**src/rtl/sdram_frame_reader.sv**
```systemverilog
// Frame-buffer read client: single-word SDRAM reads into a 2^FIFO_AW x 128b FIFO, unpacked LSB-first into 16b pixels; pixel valid 1 cycle after ack.
// Backpressure: ipix_ready stalls the pixel stream, a full FIFO stops new requests; SDRAM_FRAME_READER_UNDERRUN_CNT_EN builds the underrun counter.
module sdram_frame_reader #(
  parameter logic [21:0] BASE_ADDR   = 22'd0,
  parameter int          FRAME_WORDS = 48000,
  parameter int          FIFO_AW     = 4
) (
  input  logic         iclk,
  input  logic         ireset,
  input  logic         ienable,
  input  logic         iframe_start,
  output logic         oread_req,
  output logic [21:0]  oread_address,
  input  logic [127:0] iread_data,
  input  logic         iread_ack,
  output logic [15:0]  opix_data,
  output logic         opix_valid,
  input  logic         ipix_ready,
  output logic         ounderrun,
  output logic [15:0]  ounderrun_cnt
);

  localparam int WP_W  = (FRAME_WORDS > 1) ? $clog2(FRAME_WORDS) : 1;
  localparam int CNT_W = FIFO_AW + 1;
  localparam logic [WP_W-1:0]  WP_LAST = WP_W'(FRAME_WORDS - 1);
  localparam logic [CNT_W-1:0] DEPTH   = {1'b1, {FIFO_AW{1'b0}}};

  typedef enum logic [1:0] {IDLE, REQ, DISCARD} state_t;

  state_t             state_q, state_d;
  logic               req_q, req_d;
  logic [21:0]        addr_q, addr_d;
  logic [WP_W-1:0]    wptr_q, wptr_d;
  logic [FIFO_AW-1:0] wr_q, wr_d, rd_q, rd_d;
  logic [CNT_W-1:0]   cnt_q, cnt_d;
  logic [2:0]         pix_q, pix_d;
  logic               underrun_q, underrun_d;
  logic               push, pop, accept;
  logic [127:0]       mem [2**FIFO_AW];
  logic [127:0]       head_word;

  assign head_word     = mem[rd_q];
  assign opix_valid    = (cnt_q != '0);
  assign opix_data     = opix_valid ? head_word[{pix_q, 4'b0000} +: 16] : 16'd0;
  assign oread_req     = req_q;
  assign oread_address = addr_q;
  assign ounderrun     = underrun_q;

  always_ff @(posedge iclk) begin
    if (ireset) state_q <= IDLE;
    else        state_q <= state_d;
  end

  always_comb begin
    state_d    = state_q;
    req_d      = req_q;
    addr_d     = addr_q;
    wptr_d     = wptr_q;
    wr_d       = wr_q;
    rd_d       = rd_q;
    cnt_d      = cnt_q;
    pix_d      = pix_q;
    push       = 1'b0;
    accept     = opix_valid & ipix_ready;
    pop        = accept & (pix_q == 3'd7);
    underrun_d = ienable & ipix_ready & ~opix_valid;

    case (state_q)
      IDLE: begin
        // No request on a restart edge: word_ptr is being cleared this cycle.
        if (!iframe_start && ienable && (cnt_q < DEPTH)) begin
          state_d = REQ;
          req_d   = 1'b1;
          addr_d  = BASE_ADDR + 22'(wptr_q);
        end
      end
      REQ: begin
        if (iread_ack) begin
          state_d = IDLE;
          req_d   = 1'b0;
          push    = ~iframe_start;
        end else if (iframe_start) begin
          state_d = DISCARD;
        end
      end
      DISCARD: begin
        if (iread_ack) begin
          state_d = IDLE;
          req_d   = 1'b0;
        end
      end
      default: begin
        state_d = IDLE;
        req_d   = 1'b0;
      end
    endcase

    if (iframe_start) begin
      wptr_d = '0;
      wr_d   = '0;
      rd_d   = '0;
      cnt_d  = '0;
      pix_d  = '0;
    end else begin
      if (accept) pix_d = pix_q + 3'd1;
      if (pop)    rd_d  = rd_q + FIFO_AW'(1);
      if (push) begin
        wr_d   = wr_q + FIFO_AW'(1);
        wptr_d = (wptr_q == WP_LAST) ? '0 : wptr_q + WP_W'(1);
      end
      case ({push, pop})
        2'b10:   cnt_d = cnt_q + CNT_W'(1);
        2'b01:   cnt_d = cnt_q - CNT_W'(1);
        default: cnt_d = cnt_q;
      endcase
    end
  end

  always_ff @(posedge iclk) begin
    if (ireset) begin
      req_q      <= 1'b0;
      addr_q     <= BASE_ADDR;
      wptr_q     <= '0;
      wr_q       <= '0;
      rd_q       <= '0;
      cnt_q      <= '0;
      pix_q      <= '0;
      underrun_q <= 1'b0;
    end else begin
      req_q      <= req_d;
      addr_q     <= addr_d;
      wptr_q     <= wptr_d;
      wr_q       <= wr_d;
      rd_q       <= rd_d;
      cnt_q      <= cnt_d;
      pix_q      <= pix_d;
      underrun_q <= underrun_d;
    end
  end

  always_ff @(posedge iclk) begin
    if (push) mem[wr_q] <= iread_data;
  end

`ifdef SDRAM_FRAME_READER_UNDERRUN_CNT_EN
  logic [15:0] ucnt_q;

  // Only ireset clears the count so it survives frame restarts.
  always_ff @(posedge iclk) begin
    if (ireset)                                 ucnt_q <= 16'd0;
    else if (underrun_q && ucnt_q != 16'hFFFF) ucnt_q <= ucnt_q + 16'd1;
  end

  assign ounderrun_cnt = ucnt_q;
`else
  assign ounderrun_cnt = 16'd0;
`endif

endmodule

```
**config.mk**
```make
export PLATFORM = sky130hd
export DESIGN_NAME = sdram_frame_reader
export DESIGN_NICKNAME = d
export VERILOG_FILES = /design/src/rtl/sdram_frame_reader.sv
export SDC_FILE = /design/constraint.sdc
export NUM_CORES = 2
export LEC_CHECK = 0
export CAP_MARGIN = 10
export CORE_UTILIZATION = 45
export DETAILED_ROUTE_END_ITERATION = 12
export HOLD_SLACK_MARGIN = 0.05
export PLACE_DENSITY = 0.66
export SLEW_MARGIN = 20
export SYNTH_ARGS = -nofsm -noshare
export SYNTH_HDL_FRONTEND = slang
export SYNTH_SLANG_ARGS = --single-unit
```
**constraint.sdc**
```tcl
create_clock -name iclk -period 13.2 [get_ports iclk]
set_input_delay 1.98 -clock iclk [delete_from_list [all_inputs] [get_ports iclk]]
set_output_delay 1.98 -clock iclk [all_outputs]
set_load 0.02 [all_outputs]
```
## Yosys cells after proc, flatten, opt, wreduce, memory -nomap -nowiden

Memories as Yosys holds them, arrays and structs flattened. A register that Yosys moved wholly into a read port is not among the register bits.
Index checks and enable logic that the tools add are counted.

| operators by class | value |
|---|---|
| $add $sub $neg | 6 |
| bitwise operators | 6 |
| eq/ne operators | 10 |
| multiplexer cells | 17 |
| $mul | 0 |
| divide/modulo/power cells | 0 |
| reduce and logical (&&, ||, !) cells | 11 |
| shifts and indexed selects | 1 |
| $lt $le $gt $ge | 1 |

Operator list:

| kind | number |
|---|---|
| $shiftx 128x8->16 | 1 |
| $mux 16 | 2 |
| $add 16x1->16 const B | 1 |
| $eq 16x16->1 const B | 1 |
| $pmux 5 s2 | 1 |
| $add 4x1->4 const B | 2 |
| $mux 2 | 4 |
| $mux 4 | 2 |
| $mux 1 | 6 |
| $pmux 2 s3 | 1 |
| $add 5x1->5 const B | 1 |
| $lt 5x5->1 const B | 1 |
| $reduce_bool 5->1 | 1 |
| $sub 5x1->5 const B | 1 |
| $and 1x1->1 | 4 |
| $eq 2x1->1 const B | 2 |
| $eq 2x2->1 const B | 2 |
| $ne 2x2->1 const B | 2 |
| $reduce_and 2->1 | 2 |
| $reduce_or 2->1 | 2 |
| $add 3x1->3 const B | 1 |
| $eq 3x3->1 const B | 1 |
| $ne 3x3->1 const B | 1 |
| $reduce_and 3->1 | 1 |
| 7 further kinds | 9 |

| storage, ports and cells | value |
|---|---|
| bits in writable memories | 2048 |
| bits in read-only memories | 0 |
| logic and storage cells | 62 |
| memories kept | 1 |
| register bits after elaboration | 52 |
| latch bits | 0 |

Memory list:

| name | depth | bits a word | read ports | clocked after Yosys merged registers in | wr ports | RTL line | source |
|---|---|---|---|---|---|---|---|
| mem | 16 | 128 | 1 | 1 | 1 | 39 | `logic [127:0] mem [2**FIFO_AW];` |

## Longest topological paths before layout

| logic depth | value |
|---|---|
| word-level depth | 5 |
| gate-level depth with buffers | 16 |
| mapped depth without buffers | 13 |

## Worst setup path before layout

No wires, ideal clock.

| timing path | value |
|---|---|
| path kind | in2reg |
| start point | input iframe_start |
| end point | memory mem[3][0], enable pin |
| required time | 12.428 ns |
| setup time | 0.772 ns |
| arrival | 11.128 ns |
| path slack | 1.301 ns |
| stages | 5 |
| cell sequence | inv_1 and3_1 buf_2 nand2_1 nor3_1 |

| between the ends | value |
|---|---|
| cells in the longest elaborated chain, start to end | 5 |

RTL lines:

| what | RTL line | source |
|---|---|---|
| from (decl) | 11 | `input logic iframe_start,` |
| $not 1->1 | 81 | `push = ~iframe_start;` |
| $mux 1 | 78 | `if (iread_ack) begin` |
| $mux 1 | 68 | `case (state_q)` |
| $mux 1 | 142 | `if (push) mem[wr_q] <= iread_data;` |
| $mux 1 (implied by the code) | 142 |  |
| to (decl) | 39 |  |

Every way passes these cells.

==> qor.csv <==
stage;metric;value;unit
timing;Final WS setup;4610;ps
timing;Hold WS;454;ps
clock_tree;hold-fix buffers at CTS;0;
clock_tree;Clock transition at path regs;60;ps
place;Setup WS pre-CTS;5290;ps
yosys;Synth Area per Inst;20.4;sq um
worst_hold_path;WHS Path Cells;2;
clock_tree;number of buffers created by CTS;200;
setup_path;critical path fanouts, max;45;
detailed_routing;TritonRoute pass-1 iters;5;
clock_tree;CTS resizes;0;
timing;Min Clock Period, post-route;8590;ps
worst_hold_path;worst hold endpoint;oread_address[0];
yosys;Commonest cells post-synth;2048 x edfxtp_1, 374 x mux2i_1, 318 x mux4_2;
clock_tree;H-Tree Depth;4;
clock_tree;root buffer cell;clkbuf_16;
global_routing;total overflow reported by the global router;0;
timing;Setup Skew;50.8;ps
yosys;most common cell in the netlist;edfxtp_1;
yosys;Synth area leader;edfxtp_1;
setup_path;Worst EP required;11220;ps
yosys;synthesized flop and latch total;2104;
power;combinational share of power;1.4;%
power;peak supply drop;0.000156;V
place;gpl congestion;0.820;
detailed_routing;DRT iter0 DRCs;5543;
power;leakage;27.0;nW
global_routing;first-pass GRT wire length;309000;microns
global_routing;initial antenna violation count;35;
detailed_routing;Vias;41300;
place;hpwl dp;128000;microns
clock_tree;clk sink count;2104;
setup_path;r2r setup slk;8790;ps
yosys;number of enable flip-flop cells after synthesis;2048;
global_routing;GRT met3 Usage;4.72;%
cells_and_area;Util after Layout;51.7;%
clock_tree;Clock Path Buffers;3;
timing;final-report setup violation count;0;
global_routing;GR Util met1;34.4;%
timing;Tcrit/Tclk final;65.1;%
die;Ports;191;
setup_path;R2R Path End;mem[12][15];
die;initial core utilization;45.5;%
worst_hold_path;Hold WC Path Type;reg2reg;
power;Power Dens Cells;143;nW/um^2
cells_and_area;synth-to-layout area growth;13.6;%
yosys;Unique masters post-synth;63;
detailed_routing;Wirelength per Cell;32.8;microns
setup_path;CP arrival;6610;ps
timing;Hold Vio Cnt, Final;0;
timing;Max Slew Vio Count;0;
die;die height;425;microns
yosys;sequential area share after synthesis;77.8;%
setup_path;CP startpoint kind;register;
clock_tree;Worst-Skew Late Latency;850;ps
yosys;asr flop ratio synth;0;%
die;FP Rows;154;
detailed_routing;via/cell ratio;6.15;
setup_path;CP Capture Type;output port;
die;core area;177000;sq um
detailed_routing;Remaining DRCs;0;
global_routing;All-Layer GR Usage;24.4;%
global_routing;met2 Resource Use GR;38.5;%
detailed_routing;remaining antenna violation count;0;
power;total power draw;13.0;mW
yosys;Area contributors post-synth;edfxtp_1 76%, mux4_2 8.9%, mux2i_1 4.7%;
global_routing;number of global-route vias before repair;39700;
yosys;Synth Flop Type;edfxtp_1;
setup_path;Crit Path Class;reg2out;
global_routing;GRT busiest layer;met2;
power;Pint;10.4;mW
power;share of power burned in registers;56.3;%
yosys;Gate Count Post-Synth;3944;
timing;RSZ-0062 raised after global routing;false;
yosys;post-synth top area share;76.4;%
die;Die ar.;180000;sq um
cells_and_area;nets;4349;
cells_and_area;layout cells sized above 1;17.5;%
detailed_routing;WL final;221000;microns
clock_tree;# Post-CTS Setup Buffers;0;
timing;TNS Setup;0;ps
power;clock network power share;42.3;%
place;I/O Buffers;168;
timing;Worst slew margin;18.7;%
power;Psw;2.62;mW
die;die span in x;425;microns
status;status;completed;
clock_tree;CTS tree;built;
timing;Max Fclk;0.116;GHz
power;sw frac;20.1;%
yosys;YS warnings;0;
timing;Least-Margin Pin Slew;1210;ps
run;max-capacitance violation count;0;
worst_hold_path;worst hold start;oread_address[0];
setup_path;R2R Path Start;state_q[1];
setup_path;FF-to-FF path depth;8;
yosys;Post-Syn Area;80400;sq um
global_routing;largest net degree at the start of global routing;129;
==> how the worst max path moves through the flow <==
stage,to,start,cells past startpoint
finish,opix_data[9],register,9
floorplan,mem[3][0],iframe_start,5
CTS,opix_data[9],register,9
global route,opix_data[9],register,9
global placement,opix_data[9],register,9
detailed placement,opix_data[9],register,9
==> layout make-up <==
class | instances | area, sq um
inverter | 13 | 48.8
tap | 2340 | 2930
fill | 13700 | 85500
timing repair buffer | 268 | 2570
multi-input combinational | 1614 | 16900
antenna | 11 | 27.5
clock buffer | 249 | 5190
clock inverter | 123 | 1070
sequential | 2104 | 62600
==> cell usage in the layout (no fill, tap or decap), types with 5 or more instances in the layout <==
| cell type | netlist | final |
|---|---|---|
| edfxtp_1 | 2048 | 2048 |
| mux2i_1 | 374 | 374 |
| mux4_2 | 318 | 318 |
| a22oi_1 | 271 | 271 |
| clkbuf_16 | 0 | 200 |
| clkdlybuf4s50_1 | 0 | 168 |
| nand2_1 | 125 | 125 |
| a21oi_1 | 89 | 89 |
| buf_4 | 35 | 89 |
| nand3_1 | 71 | 71 |
| nor2_1 | 80 | 58 |
| nand4_1 | 55 | 55 |
| dfxtp_1 | 56 | 54 |
| clkbuf_1 | 75 | 49 |
| clkinv_1 | 0 | 47 |
| clkinv_2 | 0 | 45 |
| conb_1 | 1 | 22 |
| nor2_4 | 0 | 20 |
| a211oi_1 | 18 | 18 |
| and3_1 | 18 | 18 |
| xor2_1 | 17 | 17 |
| a22o_1 | 16 | 16 |
| nor2b_1 | 17 | 15 |
| nor4_1 | 15 | 14 |
| ha_1 | 14 | 14 |
| bufinv_16 | 0 | 12 |
| diode_2 | 0 | 11 |
| nor3_2 | 6 | 11 |
| a2111oi_2 | 9 | 11 |
| buf_12 | 0 | 11 |
| inv_1 | 10 | 10 |
| xnor2_1 | 8 | 8 |
| nand2b_1 | 6 | 6 |
| o21ai_0 | 7 | 6 |
| clkinv_8 | 0 | 5 |
==> cells by family (layout without fill, tap and decap cells) <==
logic type | Yosys count | count (layout) | share of synthesized area, %
multiplexers | 693 | 693 | 13.6
other | 1 | 33 | 0.00466
AND/OR/NAND/NOR | 430 | 430 | 2.70
buffers and inverters | 247 | 653 | 1.54
XOR/XNOR | 25 | 25 | 0.272
AO/OA/AOI/OAI | 430 | 430 | 3.85
adder cells (fa/ha/maj) | 14 | 14 | 0.218
flip-flops | 2104 | 2104 | 77.8
==> state kept, by name, summed over array words and instances, names as in the netlist, named ones only <==
name and cells:
wr_q 4, oread_address 16, cnt_q 5, ounderrun 1, rd_q 4, oread_req 1
mem 2048, state_q 2, wptr_q 16, pix_q 3
==> critical path: stages (launching register included) <==
cell	delay, ps
dfxtp_4	670
buf_4	740
buf_4	860
buf_4	740
mux4_2	600
a22oi_1	330
nand4_1	170
nor2_1	530
a21oi_1	320
clkdlybuf4s50_1	620
==> layer usage <==
metal	vias to the layer above	routed length, microns
met5	-	85
met4	12	6030
met3	333	19600
met2	2180	106000
met1	22000	88700
li1	16900	-
==> power by group through the flow <==
stage	clock network (mW)	logic (mW)	registers, mW
global route	5.83	0.195	7.33
detailed placement	0	0.184	7.48
floorplan	0	0.0315	7.48
CTS	5.58	0.184	7.34
global placement	0	0.176	7.48
finish	5.51	0.184	7.34
==> per-stage QoR <==
stage / std cells / cell area [sq um]
finish: 6722 / 91400
detailed placement: 6339 / 85100
CTS: 6711 / 91400
floorplan: 3965 / 80500
global placement: 6339 / 85100
global route: 6717 / 91400
(Power assumes the default switching activity.)
